## src/rtl/router_out_arbiter_pkg.sv

```systemverilog
// Shared types and constants for the router output-link arbiter.
package router_out_arbiter_pkg;

  localparam int unsigned PKT_BYTES = 4;
  localparam int unsigned BYTE_W    = 8;

  typedef struct packed {
    logic [3:0]  src;
    logic [3:0]  dest;
    logic [23:0] data;
  } pkt_t;

  typedef logic [0:0] arb_state_t;

  localparam arb_state_t StIdle = 1'b0;
  localparam arb_state_t StSend = 1'b1;

endpackage

```

## src/rtl/router_out_arbiter_rr_picker.sv

```systemverilog
// Combinational round-robin picker: first requester at or above prio_ptr_i, wrapping.
module router_out_arbiter_rr_picker #(
  parameter int unsigned NUM_IN = 4,
  parameter int unsigned PTR_W  = (NUM_IN > 1) ? $clog2(NUM_IN) : 1
) (
  input  logic [NUM_IN-1:0] req_i,
  input  logic [PTR_W-1:0]  prio_ptr_i,
  output logic [NUM_IN-1:0] winner_o,
  output logic [PTR_W-1:0]  winner_idx_o,
  output logic              valid_o
);

  int unsigned        idx;
  logic [PTR_W-1:0]   sel;

  always_comb begin
    winner_o     = '0;
    winner_idx_o = '0;
    valid_o      = 1'b0;
    idx          = 0;
    sel          = '0;
    for (int unsigned off = 0; off < NUM_IN; off++) begin
      // Explicit wrap keeps non-power-of-two NUM_IN in range.
      idx = 32'(prio_ptr_i) + off;
      if (idx >= NUM_IN) begin
        idx = idx - NUM_IN;
      end
      sel = PTR_W'(idx);
      if (!valid_o && req_i[sel]) begin
        valid_o       = 1'b1;
        winner_o[sel] = 1'b1;
        winner_idx_o  = sel;
      end
    end
  end

endmodule

```

## src/rtl/router_out_arbiter.sv

```systemverilog
// Round-robin arbiter sharing one byte-serial output link between NUM_IN input buffers.
module router_out_arbiter
  import router_out_arbiter_pkg::*;
#(
  parameter int unsigned NUM_IN = 4,
  parameter int unsigned CNT_W  = 16
) (
  input  logic                clk,
  input  logic                rst,
  input  logic [NUM_IN-1:0]   req,
  input  pkt_t [NUM_IN-1:0]   pkt_in,
  output logic [NUM_IN-1:0]   grant,
  input  logic                free_outbound,
  output logic                put_outbound,
  output logic [BYTE_W-1:0]   payload_outbound,
  output logic                busy,
  output logic [CNT_W-1:0]    pkt_sent_cnt
);

  localparam int unsigned PTR_W = (NUM_IN > 1) ? $clog2(NUM_IN) : 1;
  localparam int unsigned PKT_W = $bits(pkt_t);

  arb_state_t         state_q, state_d;
  logic [PTR_W-1:0]   prio_q, prio_d;
  logic [1:0]         byte_idx_q, byte_idx_d;
  logic [PKT_W-1:0]   shift_q, shift_d;
  logic               free_seen_low_q, free_seen_low_d;
  logic [CNT_W-1:0]   cnt_q, cnt_d;

  logic [NUM_IN-1:0]  pick_winner;
  logic [PTR_W-1:0]   pick_idx;
  logic               pick_valid;
  logic               start;

  router_out_arbiter_rr_picker #(
    .NUM_IN (NUM_IN),
    .PTR_W  (PTR_W)
  ) u_picker (
    .req_i        (req),
    .prio_ptr_i   (prio_q),
    .winner_o     (pick_winner),
    .winner_idx_o (pick_idx),
    .valid_o      (pick_valid)
  );

  // free_seen_low_q blocks a stale free (lagging put by a cycle) from starting a second packet.
  assign start = (state_q == StIdle) && free_outbound && free_seen_low_q && pick_valid && !rst;
  assign grant = start ? pick_winner : '0;

  always_comb begin
    state_d         = state_q;
    prio_d          = prio_q;
    byte_idx_d      = byte_idx_q;
    shift_d         = shift_q;
    free_seen_low_d = free_seen_low_q;
    cnt_d           = cnt_q;

    if (!free_outbound) begin
      free_seen_low_d = 1'b1;
    end

    unique case (state_q)
      StIdle: begin
        if (start) begin
          shift_d         = pkt_in[pick_idx];
          prio_d          = (pick_idx == PTR_W'(NUM_IN - 1)) ? '0 : pick_idx + PTR_W'(1);
          free_seen_low_d = 1'b0;
          byte_idx_d      = 2'd0;
          state_d         = StSend;
        end
      end
      StSend: begin
        shift_d = shift_q >> BYTE_W;
        if (byte_idx_q == 2'(PKT_BYTES - 1)) begin
          byte_idx_d = 2'd0;
          cnt_d      = cnt_q + CNT_W'(1);
          state_d    = StIdle;
        end else begin
          byte_idx_d = byte_idx_q + 2'd1;
        end
      end
      default: state_d = StIdle;
    endcase
  end

  always_ff @(posedge clk or posedge rst) begin
    if (rst) begin
      state_q         <= StIdle;
      prio_q          <= '0;
      byte_idx_q      <= 2'd0;
      shift_q         <= '0;
      free_seen_low_q <= 1'b1;
      cnt_q           <= '0;
    end else begin
      state_q         <= state_d;
      prio_q          <= prio_d;
      byte_idx_q      <= byte_idx_d;
      shift_q         <= shift_d;
      free_seen_low_q <= free_seen_low_d;
      cnt_q           <= cnt_d;
    end
  end

  assign busy             = (state_q == StSend);
  assign put_outbound     = busy;
  assign payload_outbound = busy ? shift_q[BYTE_W-1:0] : '0;
  assign pkt_sent_cnt     = cnt_q;

endmodule

```

## config.mk

```make
export PLATFORM = sky130hd
export DESIGN_NAME = router_out_arbiter
export DESIGN_NICKNAME = d
export VERILOG_FILES = /design/src/rtl/router_out_arbiter_pkg.sv /design/src/rtl/router_out_arbiter_rr_picker.sv /design/src/rtl/router_out_arbiter.sv
export SDC_FILE = /design/constraint.sdc
export NUM_CORES = 1
export LEC_CHECK = 0
export BUFFER_PORTS_ARGS = -buffer_cell sky130_fd_sc_hd__buf_2
export CORE_MARGIN = 10
export CORE_UTILIZATION = 45
export CTS_CLUSTER_SIZE = 25
export DETAILED_ROUTE_END_ITERATION = 8
export PLACE_DENSITY = 0.78
export REMOVE_ABC_BUFFERS = 1
export SYNTH_ARGS = -nofsm -noshare
export SYNTH_HDL_FRONTEND = slang
export SYNTH_SLANG_ARGS = --single-unit
```

## constraint.sdc

```tcl
create_clock -name clk -period 3.3 [get_ports clk]
set_input_delay 0.66 -clock clk [delete_from_list [all_inputs] [get_ports clk]]
set_output_delay 0.66 -clock clk [all_outputs]
set_load 0.1 [all_outputs]
```

[Yosys cells after proc, flatten, opt, wreduce, memory -nomap -nowiden]
Cells that the tools add are included.
Cells by class
  $add $sub $neg: 10
  reduce and logical (&&, ||, !) cells: 17
  muxes and demuxes: 48
  order comparisons: 13
  equal/unequal tests: 3
  bitwise gates (word level): 4
Operators by type and width (count)
  32-bit binary-select mux with 2-bit select: 1
  32-bit 2-to-1 mux: 2
  32-bit one-hot mux with 2 select lines: 1
  2-bit 2-to-1 mux: 11
  4-bit 2-to-1 mux: 5
  1-bit 2-to-1 mux: 17
  16-bit by 1-bit adder with 16-bit output, second input constant: 1
  2-bit by 3-bit < comparator with 1-bit output, second input constant: 5
  4-bit OR: 3
  1-bit logical AND: 11
  3-bit greater-or-equal comparator, second input constant: 3
  1-bit binary-select mux with 2-bit select: 4
  1-bit demux with 2-bit select: 4
  2-bit by 1-bit greater-or-equal comparator with 1-bit output, second input constant: 4
  8-bit 2-to-1 mux: 1
  2-bit by 1-bit subtractor with 2-bit output, second input constant: 4
  2-bit by 2-bit adder with 3-bit output, second input constant: 2
  2-bit by 1-bit adder with 2-bit output, second input constant: 2
  2-bit == test, second input constant: 2
  1-bit logical NOT: 4
  2-bit one-hot mux with 2 select lines: 1
  2-bit AND reduction: 2
  2-bit by 1-bit adder with 3-bit output, second input constant: 1
  2-bit by 3-bit greater-or-equal comparator with 1-bit output, second input constant: 1
  3 further kinds: 3
Storage, ports and cells
  input port bits: 135
  bits in registers: 54
  output and inout bits: 30
  word-level logic and storage cells: 101

[Longest topological paths before layout]
Gate-level depths: netlist of the first run.
  word-level depth: 18
  depth in mapped cells: 12
  depth with buffers taken out: 8

[Hierarchy]
A second synthesis of the first run with hierarchy kept.
Second synthesis, totals
  cells, all modules: 348
  area total of the unflattened synthesis: 3699.8 um2
By module, submodules not included
  router_out_arbiter: area each 3278.1 um2, cells each 303, sequential area each 1352.5 um2, instances 1
  router_out_arbiter_rr_picker: area each 421.7 um2, cells each 45, sequential area each 0.0 um2, instances 1

[Worst setup path after synthesis of the first run]
No wires, ideal clock.
  path type: input-to-output
  start point: input rst
  end point: output grant[0]
  setup slack: -1.224 ns
  required time: 2.640 ns
  data arrival time: 3.864 ns
  stages: 5
  buffers on the path: 1
  cells stage by stage: inv_1 -> nand4_4 -> or2_2 -> clkbuf_1 -> nor2_1
Between the ends
  cells in the longest elaborated chain, start to end: 3
RTL lines
  start, declared: line router_out_arbiter.sv:9  | input logic rst,
  1-bit logical NOT (no source line)
  1-bit logical AND: line router_out_arbiter.sv:47  | assign start = (state_q == StIdle) && free_outbound && free_seen_low_q && pick_valid && !rst;
  4-bit 2-to-1 mux: line router_out_arbiter.sv:48  | assign grant = start ? pick_winner : '0;
  end, declared: line router_out_arbiter.sv:12  | output logic [NUM_IN-1:0] grant,
Every way passes these cells.

[Worst setup path in the final report of the first run]
  start point: register prio_q[0]
  end point: output grant[3]
Between the ends
  cells in the longest elaborated chain, start to end: 17
  elaborated cells on any way between the ends: 63
  classes of those cells: add/sub: 7; order compare: 12; mux: 29; bitwise: 3; reduce/logical: 12
RTL lines
  start, declared: line router_out_arbiter.sv:24  | logic [PTR_W-1:0] prio_q, prio_d;
  start signal, assigned: line router_out_arbiter.sv:96  | prio_q <= prio_d;
  parallel branches: the longest is 16 deep, another holds 2-bit by 1-bit adder with 3-bit output
  4-bit 2-to-1 mux (*): line router_out_arbiter.sv:48
Every way passes the cells marked *. The select of a mux whose other input is x is not followed.

==> results of run 1 <==
==> routing by layer <==
metal	GRT usage, %	part of all wire, %	up-vias
li1	-	-	1921
met1	21.3	41	1807
met2	30.0	50	124
met3	4.18	7.7	10
met4	3.21	0.90	0
met5	0	0	-
==> area by class of cell <==
class                      count  share of cell area, %
clock buffer                   8                   2.07
inverter                       4                  0.282
multi-input combinational    348                   49.8
sequential                    54                   25.4
tap                          111                   2.61
timing repair buffer         185                   19.8
==> flip-flops by register name (all words and copies together) (netlist names) <==
register         flops
shift_q             32
pkt_sent_cnt        16
byte_idx_q           2
prio_q               2
busy                 1
free_seen_low_q      1
==> power groups by stage <==
stage	sequential, mW	combinational (mW)	clock (mW)
global route	1.01	3.61	0.465
global placement	0.980	3.14	0
detailed placement	0.989	3.23	0
floorplan	1.34	2.01	0
CTS	0.976	3.27	0.438
finish	0.978	3.33	0.423
==> per-stage QoR <==
stage / worst slack (ns) / TNS (ns) / util [%] / instances / total power, mW
floorplan: -1.42 / -43.92 / - / 406 / 3.35
global placement: 0.340 / 0 / 56.0 / 697 / 4.12
detailed placement: 0.280 / 0 / 56.0 / 697 / 4.22
CTS: 0.0168 / 0 / 57.3 / 707 / 4.68
global route: 0.00420 / 0 / 57.9 / 710 / 5.08
finish: 0.152 / 0 / 57.9 / 710 / 4.73
==> placed cells by master (no fill, tap or decap), types with 3 or more instances in the layout <==
master	netlist	routed
nand3_1	4	4
mux2i_1	45	45
a21oi_1	27	27
o211ai_1	22	22
o21ai_0	3	3
nand2_1	49	49
inv_2	0	3
o221ai_1	3	3
buf_12	0	5
nor2_1	41	39
o211ai_2	27	27
ha_1	9	8
o221ai_2	6	6
and3_1	28	28
a22oi_1	4	4
clkbuf_8	0	8
or2_2	2	3
buf_2	5	160
a21boi_0	24	24
xor2_1	4	4
buf_4	7	19
dfrtp_1	53	52
and2_1	9	9
xnor2_1	12	12
==> cells by family (layout without fill, tap and decap cells) <==
| logic type | count (synthesis) | count (layout) | synth area share (%) |
|---|---|---|---|
| simple gates | 147 | 147 | 17.2 |
| compound gates | 127 | 127 | 26.6 |
| flops | 54 | 54 | 31.9 |
| mux | 49 | 49 | 12.2 |
| buf+inv | 44 | 197 | 6.14 |
| xor+xnor | 16 | 16 | 3.31 |
| fa+ha+maj | 9 | 9 | 2.66 |
==> timing repair <==
item / 4_1_cts / 5_1_grt
endpoints found under the setup margin: 4 / 4
pin swaps: 0 / 3
buffers inserted: 2 / 3
gates resized for setup: 0 / 7
==> final timing paths <==
path | to | cells past startpoint | start
max | grant[3] | 9 | prio_q[0]
min | pkt_sent_cnt[15] | 1 | pkt_sent_cnt[15]
max reg2reg | shift_q[29] | 10 | prio_q[0]
min reg2reg | pkt_sent_cnt[15] | 1 | pkt_sent_cnt[15]
max in group asynchronous | busy | 3 | rst
min in group asynchronous | pkt_sent_cnt[6] | 3 | rst
==> results.yml, run 1 <==
critical_path:
  path_delay_family: "multiplexers"
  crit_type: "flip-flop to primary output"
  worst_path_max_delay_cell: "mux4_2"
  cp-end-kind: "primary output"
  start_kind: "flip-flop"
  worstPathMaxFanout: 4
  required_ns: 2.64
  cp_num_buf_inv: 3
  crit_arrival_ns: 2.49
  path_common_cell: "nor2_1"
  cp_cell_sequence: "inv_2, ha_4, mux4_2, buf_6, a22oi_1, nor2_1, a221oi_1, nor2_1, buf_12"
  rrSetupSlack_ns: 0.48
  slowest_delay_ns: 0.57
global_routing:
  grt_pass1_vias: 3926
  antenna_found_initial: 0
  grt_max_degree: 55
  grt_pass1_wl_microns: 19300
  grt_usage_pct: 17.2
  gr-total-overflow: 0
floorplanning:
  core_sq_um: 9200
  rows: 35
  ioPinCount: 165
  die_y_microns: 117
  die_w_microns: 117
  die-area_sq_um: 13700
  initial_core_util_pct: 46.1
yosys:
  syn_inst: 446
  yosysSeqAreaShare_pct: 31.9
  synth.most_common_cell: "dfrtp_1"
  syn_avg_cell_area_sq_um: 9.50
  ys.flop_type: "dfrtp_1"
  synth.distinct_cells: 48
  synth_common_cells: "53 x dfrtp_1, 49 x nand2_1, 45 x mux2i_1"
  yosys_warnings: 0
  synth_area_sq_um: 4240
  synthTopCellsByArea: "dfrtp_1 31%, mux2i_1 11%, o211ai_2 8.0%"
  synth-seq-cells: 54
  synthArstFlopShare_pct: 100
  synth_edf_count: 0
  synth_top_area_share_pct: 31.3
  synth_area_leader_cell: "dfrtp_1"
power_and_ir_drop:
  p_clk_share_pct: 8.9
  p_sw_mw: 2.43
  p_leak_nw: 2.69
  p_int_mw: 2.30
  share_comb_of_total_power_pct: 70.4
  switching_share_pct: 51.4
  power.density_nw_per_um2: 889
  p_seq_share_pct: 20.7
  ir_drop_mv: 0.665
drt:
  ant_nets: 0
  route.detailed.drc: 0
  drt_first_pass_iters: 4
  avgRoutedWirePerCell_microns: 17.5
  first_iter_violations: 204
  via_per_inst: 5.44
  vias: 3862
  routed_wl_microns: 12400
final_layout:
  multi_input_area_sq_um: 2660
  syn_to_final_growth_pct: 25.7
  fillers: 834
  antenna_cells: 0
  drive_gt1_share_pct: 41.9
  fin_area_sq_um: 5330
  fin_nets: 742
  register_area_sq_um: 1350
sta:
  slew_violations: 0
  rsz0062_at_grt: "false"
  period_needed_ns: 3.15
  worst_pin_slew_ns: 1.00
  finalSetupViolations: 0
  timing.hold.ws_ns: 0.471
  fmax_ghz: 0.318
  final_hold_viol_count: 0
  post-route-period-util_pct: 95.4
  clock-skew-final_ns: 0.00669
  relSlewSlack_pct: 33.2
cts:
  cts_buffers: 5
  clk_path_buf_depth: 2
  h-tree-depth: 2
  cts.sinks: 54
  cts_hold_buf: 0
  cts_tree: "yes"
  clk_pin_slew_worst_paths_ns: 0.10
  clk_latency_ns: 0.30
  cts.root.buffer_cell: "clkbuf_8"
hold_path:
  hold_class: "flip-flop to flip-flop"
job:
  maxCapViolations: 0
place:
  dpl-instance-area_sq_um: 5150
  port_buffers: 164
  gp_congestion: 0.848
  dp_hpwl_microns: 9200
status:
  outcome: "completed"
Power figures use the tool's default switching activity.
==> run 2, diff against run 1 <==
--- a/config.mk
+++ b/config.mk
@@ -6,6 +6,7 @@
 export NUM_CORES = 1
 export LEC_CHECK = 0
 export BUFFER_PORTS_ARGS = -buffer_cell sky130_fd_sc_hd__buf_2
+export CORE_ASPECT_RATIO = 0.5
 export CORE_MARGIN = 10
 export CORE_UTILIZATION = 45
 export CTS_CLUSTER_SIZE = 25
==> run 2 against run 1 <==
  * Global-route usage decreased by 0.064 points
  * Clock power increased by 43%
  * Final cell count increased by 0.70%
  * Count of clock-buffer cells in the layout decreased by 2
==> results.yml, run 2 (synthesized netlist as in run 1, its figures left out) <==
status:
  outcome: "completed"
sta:
  slew_violations: 0
  clock-skew-final_ns: 0.00720
  final_hold_viol_count: 0
  rsz0062_at_grt: "true"
  relSlewSlack_pct: 41.6
  worst_pin_slew_ns: 0.876
  fmax_ghz: 0.314
  post-route-period-util_pct: 96.5
  finalSetupViolations: 0
  period_needed_ns: 3.18
place:
  placed_cells: 704
  dp_hpwl_microns: 9940
  gp_congestion: 0.811
  port_buffers: 164
cts:
  clk_path_buf_depth: 2
  clk_latency_ns: 0.30
  cts.sinks: 54
  h-tree-depth: 2
  cts.root.buffer_cell: "clkbuf_16"
  cts_tree: "yes"
  clk_pin_slew_worst_paths_ns: 0.07
  cts_buffers: 5
global_routing:
  antenna_found_initial: 0
  gr-total-overflow: 0
  grt_pass1_vias: 3855
  grt_usage_pct: 17.2
  grt_max_degree: 55
  grt_pass1_wl_microns: 19600
drt:
  routed_wl_microns: 12600
  first_iter_violations: 216
  vias: 3850
  drt_first_pass_iters: 4
  avgRoutedWirePerCell_microns: 17.7
  via_per_inst: 5.38
  ant_nets: 0
  route.detailed.drc: 0
hold_path:
  min_path_cells: 1
  hold_class: "flip-flop to flip-flop"
final_layout:
  drive_gt1_share_pct: 41.5
  postLayoutCoreUtil_pct: 60.5
  register_area_sq_um: 1350
  fin_nets: 741
  instances_no_fill: 715
  fillers: 787
  syn_to_final_growth_pct: 27.7
  layout_common_cells: "160 x buf_2, 52 x dfrtp_1, 49 x nand2_1"
  multi_input_area_sq_um: 2650
  largest-register: "shift_q"
  antenna_cells: 0
  largest_reg_flops: 32
  final_common_cell: "buf_2"
critical_path:
  crit_type: "flip-flop to primary output"
  worstPathMaxFanout: 7
  cp_cell_sequence: "inv_2, ha_4, mux4_2, nor2b_4, a22oi_2, nor2_1, a221oi_1, nor2_1, buf_12"
  reg2reg_depth: 9
  cp-end-kind: "primary output"
  path_common_cell: "nor2_1"
  worst_path_max_delay_cell: "mux4_2"
  required_ns: 2.64
  start_kind: "flip-flop"
  crit_arrival_ns: 2.52
  slowest_delay_ns: 0.59
power_and_ir_drop:
  p_total_mw: 4.92
  power.density_nw_per_um2: 909
  p_leak_nw: 2.71
  ir_drop_mv: 0.624
job:
  maxCapViolations: 0
floorplanning:
  die-area_sq_um: 13900
  initial_core_util_pct: 47.4
  ioPinCount: 165
  die_y_microns: 88.6
  rows: 24
  die_w_microns: 157
  core_sq_um: 8950
run 2: cell types whose count changed in the layout (fill, tap and decap cells not counted), moves of 2 or more:
cell       before  now
a22oi_1         4    2
clkbuf_8        8    0
a221oi_1        2    4
buf_12          5    8
clkbuf_16       0    5
buf_4          19   16
a22oi_2         0    2
a221oi_2        2    0
run 2: worst max-delay path: cells and delay by family, from the launching register on:
family / cells / cell delay (ns)
muxes: 1 / 0.59
AOI/OAI and AO/OA: 2 / 0.14
adders and majority gates: 1 / 0.27
and+or+nand+nor: 3 / 0.60
buffers and inverters: 2 / 0.27
DFF: 1 / 0.35
run 2: final cells by class:
cell class                      count  share of cell area [%]
Clock buffer                        6                    2.38
Clock inverter                      2                   0.693
Inverter                            4                   0.277
Multi-Input combinational cell    348                    49.0
Sequential cell                    54                    25.0
Tap cell                          117                    2.70
Timing Repair Buffer              184                    20.0
run 2: path summary, 6_finish.rpt:
path	start	end	slack [ns]
setup / recovery	prio_q[1]	grant[0]	0.12
hold / removal	pkt_sent_cnt[15]	pkt_sent_cnt[15]	0.47
setup reg to reg	prio_q[1]	shift_q[31]	0.66
hold reg to reg	pkt_sent_cnt[15]	pkt_sent_cnt[15]	0.47
max in group asynchronous	rst	busy	2.11
min in group asynchronous	rst	shift_q[3]	0.69
run 2: power breakdown:
part | leakage (nW) | switching [mW] | internal [mW]
registers | 0.713 | 0.174 | 0.857
clock network | 0.0771 | 0.244 | 0.359
logic | 1.92 | 2.04 | 1.25
total | 2.71 | 2.46 | 2.46
run 2: what timing repair did:
action / CTS / global route
pin swaps: 0 / 4
endpoints found under the setup margin: 4 / 4
setup buffers: 1 / 2
hold endpoints to repair: 0 / 0
resized for setup: 1 / 4
hold buffers: 0 / 0
run 2: through the flow:
step | setup WS, ns | instance area (sq um) | setup TNS [ns] | hold slack [ns]
final | 0.116 | 5410 | 0 | 0.474
after CTS | 0.0245 | 5390 | 0 | 0.472
after global placement | 0.328 | 5190 | 0 | 0.458
after detailed placement | 0.271 | 5190 | 0 | 0.462
after floorplan | -1.42 | 3990 | -43.92 | 0.456
after global routing | -0.0153 | 5410 | -0.0386 | 0.503
run 2: layer usage:
layer | track usage [%] | wire (microns)
met1 | 21.1 | 5190
met2 | 30.6 | 6480
met3 | 3.97 | 842
met5 | 0 | 0
met4 | 3.29 | 114
==> run 3, diff against run 2 <==
--- a/config.mk
+++ b/config.mk
@@ -8,10 +8,11 @@
 export BUFFER_PORTS_ARGS = -buffer_cell sky130_fd_sc_hd__buf_2
 export CORE_ASPECT_RATIO = 0.5
 export CORE_MARGIN = 10
-export CORE_UTILIZATION = 45
+export CORE_UTILIZATION = 46
+export CTS_BUF_LIST = sky130_fd_sc_hd__clkbuf_2
 export CTS_CLUSTER_SIZE = 25
 export DETAILED_ROUTE_END_ITERATION = 8
-export PLACE_DENSITY = 0.78
+export PLACE_DENSITY = 0.79
 export REMOVE_ABC_BUFFERS = 1
 export SYNTH_ARGS = -nofsm -noshare
 export SYNTH_HDL_FRONTEND = slang
==> run 3 against run 2 <==
  * The flow now finishes with violations (setup timing)
  * Count of clock-buffer cells in the layout is the same
  * Register-to-register slack lost 0.24 ns
  * Clock skew grew 0.0031 ns
  * Critical endpoint is now grant[3]
  * Largest power group unchanged
==> results.yml, run 3 (synthesized netlist as in run 1, its figures left out) <==
power_and_ir_drop:
  share_comb_of_total_power_pct: 71.8
  p_leak_nw: 2.67
  p_sw_mw: 2.43
  power.density_nw_per_um2: 865
  ir_drop_mv: 0.636
  p_seq_share_pct: 22.3
  switching_share_pct: 53.0
  p_int_mw: 2.15
  p_clk_share_pct: 5.8
  p_total_mw: 4.58
cts:
  cts_buffers: 5
  cts_hold_buf: 0
  clk_latency_ns: 0.44
  cts.sinks: 54
  cts.root.buffer_cell: "clkbuf_2"
  cts_tree: "yes"
  h-tree-depth: 2
  clk_path_buf_depth: 2
  clk_pin_slew_worst_paths_ns: 0.26
final_layout:
  syn_to_final_growth_pct: 24.9
  drive_gt1_share_pct: 42.6
  fin_area_sq_um: 5290
  layout_common_cells: "160 x buf_2, 52 x dfrtp_1, 49 x nand2_1"
  largest-register: "shift_q"
  fin_nets: 741
  postLayoutCoreUtil_pct: 60.0
  fillers: 777
  largest_reg_flops: 32
  instances_no_fill: 716
  final_common_cell: "buf_2"
place:
  dp_hpwl_microns: 9520
  dpl-instance-area_sq_um: 5150
  port_buffers: 164
  placed_cells: 700
  gp_congestion: 0.796
floorplanning:
  die-area_sq_um: 13700
  rows: 24
  ioPinCount: 165
  core_sq_um: 8830
  die_w_microns: 156
  initial_core_util_pct: 48.0
  die_y_microns: 87.9
global_routing:
  grt_pass1_wl_microns: 19900
  grt_usage_pct: 17.3
  grt_max_degree: 55
  antenna_found_initial: 0
  grt_pass1_vias: 3907
  gr-total-overflow: 0
drt:
  route.detailed.drc: 0
  drt_first_pass_iters: 4
  ant_nets: 0
  first_iter_violations: 300
  routed_wl_microns: 12500
  via_per_inst: 5.44
  vias: 3893
  avgRoutedWirePerCell_microns: 17.5
sta:
  clock-skew-final_ns: 0.0103
  relSlewSlack_pct: 34.1
  final_hold_viol_count: 0
  finalWorstSetupSlack_ns: -0.0528
  finalSetupViolations: 2
  timing.hold.ws_ns: 0.382
  rsz0062_at_grt: "true"
  worst_pin_slew_ns: 0.989
  period_needed_ns: 3.35
  post-route-period-util_pct: 102
  slew_violations: 0
  fmax_ghz: 0.298
critical_path:
  cp-end-kind: "primary output"
  crit_arrival_ns: 2.69
  crit_type: "flip-flop to primary output"
  rrSetupSlack_ns: 0.42
  start_kind: "flip-flop"
  worstPathMaxFanout: 5
  required_ns: 2.64
status:
  outcome: "complete, but fails checks"
  violations: "setup timing"
hold_path:
  hold_class: "input port to flip-flop"
job:
  maxCapViolations: 0
==> run 3: repair_timing <==
action                                 in CTS  in global routing
setup endpoints to repair                   4                  4
pin swaps                                   5                  3
buffers inserted                            6                  2
endpoints found under the hold margin       0                  0
gates cloned                                0                  0
resized for setup                           7                  5
==> run 3: final timing paths <==
kind,depth (start not counted),start,end
worst max-delay path,9,prio_q[0],grant[3]
worst min register to register,1,pkt_sent_cnt[15],pkt_sent_cnt[15]
max in group asynchronous,3,rst,busy
worst max register to register,9,prio_q[0],shift_q[30]
min in group asynchronous,3,rst,shift_q[1]
worst min-delay path,2,free_outbound,free_seen_low_q
==> run 3: power groups by stage <==
stage	Combinational, mW	Sequential (mW)	Clock, mW
after CTS	3.26	1.02	0.274
after global placement	3.06	1.02	0
after detailed placement	3.14	1.03	0
after floorplan	2.01	1.34	0
final	3.29	1.02	0.267
after global routing	3.58	1.05	0.304
==> run 3: final cells by class <==
| class | instances | area (sq um) | share of cell area, % |
|---|---|---|---|
| multi-input combinational | 348 | 2680 | 50.6 |
| sequential | 54 | 1350 | 25.6 |
| timing repair buffer | 184 | 1060 | 20.0 |
| tap | 117 | 146 | 2.77 |
| clock buffer | 6 | 30.0 | 0.567 |
| inverter | 4 | 15.0 | 0.284 |
| clock inverter | 2 | 10.0 | 0.189 |
| antenna | 1 | 2.50 | 0.0473 |
==> run 3: per-stage QoR <==
step | setup WS (ns) | setup TNS [ns]
floorplan | -1.42 | -43.92
global placement | 0.354 | 0
detailed placement | 0.230 | 0
CTS | -0.0787 | -0.235
global route | -0.234 | -0.710
finish | -0.0528 | -0.0593
==> run 3: layer usage <==
layer | GRT usage [%] | vias up | share of wire, %
met2 | 32.2 | 85 | 55
met3 | 3.57 | 4 | 5.2
met5 | 0 | - | 0
met4 | 2.36 | 0 | 0.37
met1 | 20.8 | 1878 | 40
li1 | - | 1926 | -
==> run 3: worst max-delay path: stages (launching register included) <==
cell      delay (ns)
dfrtp_1         0.45
inv_2           0.07
ha_4            0.28
mux4_2          0.56
buf_6           0.16
a22oi_2         0.17
nor2_1          0.06
a221oi_1        0.22
nor2_1          0.12
buf_12          0.18
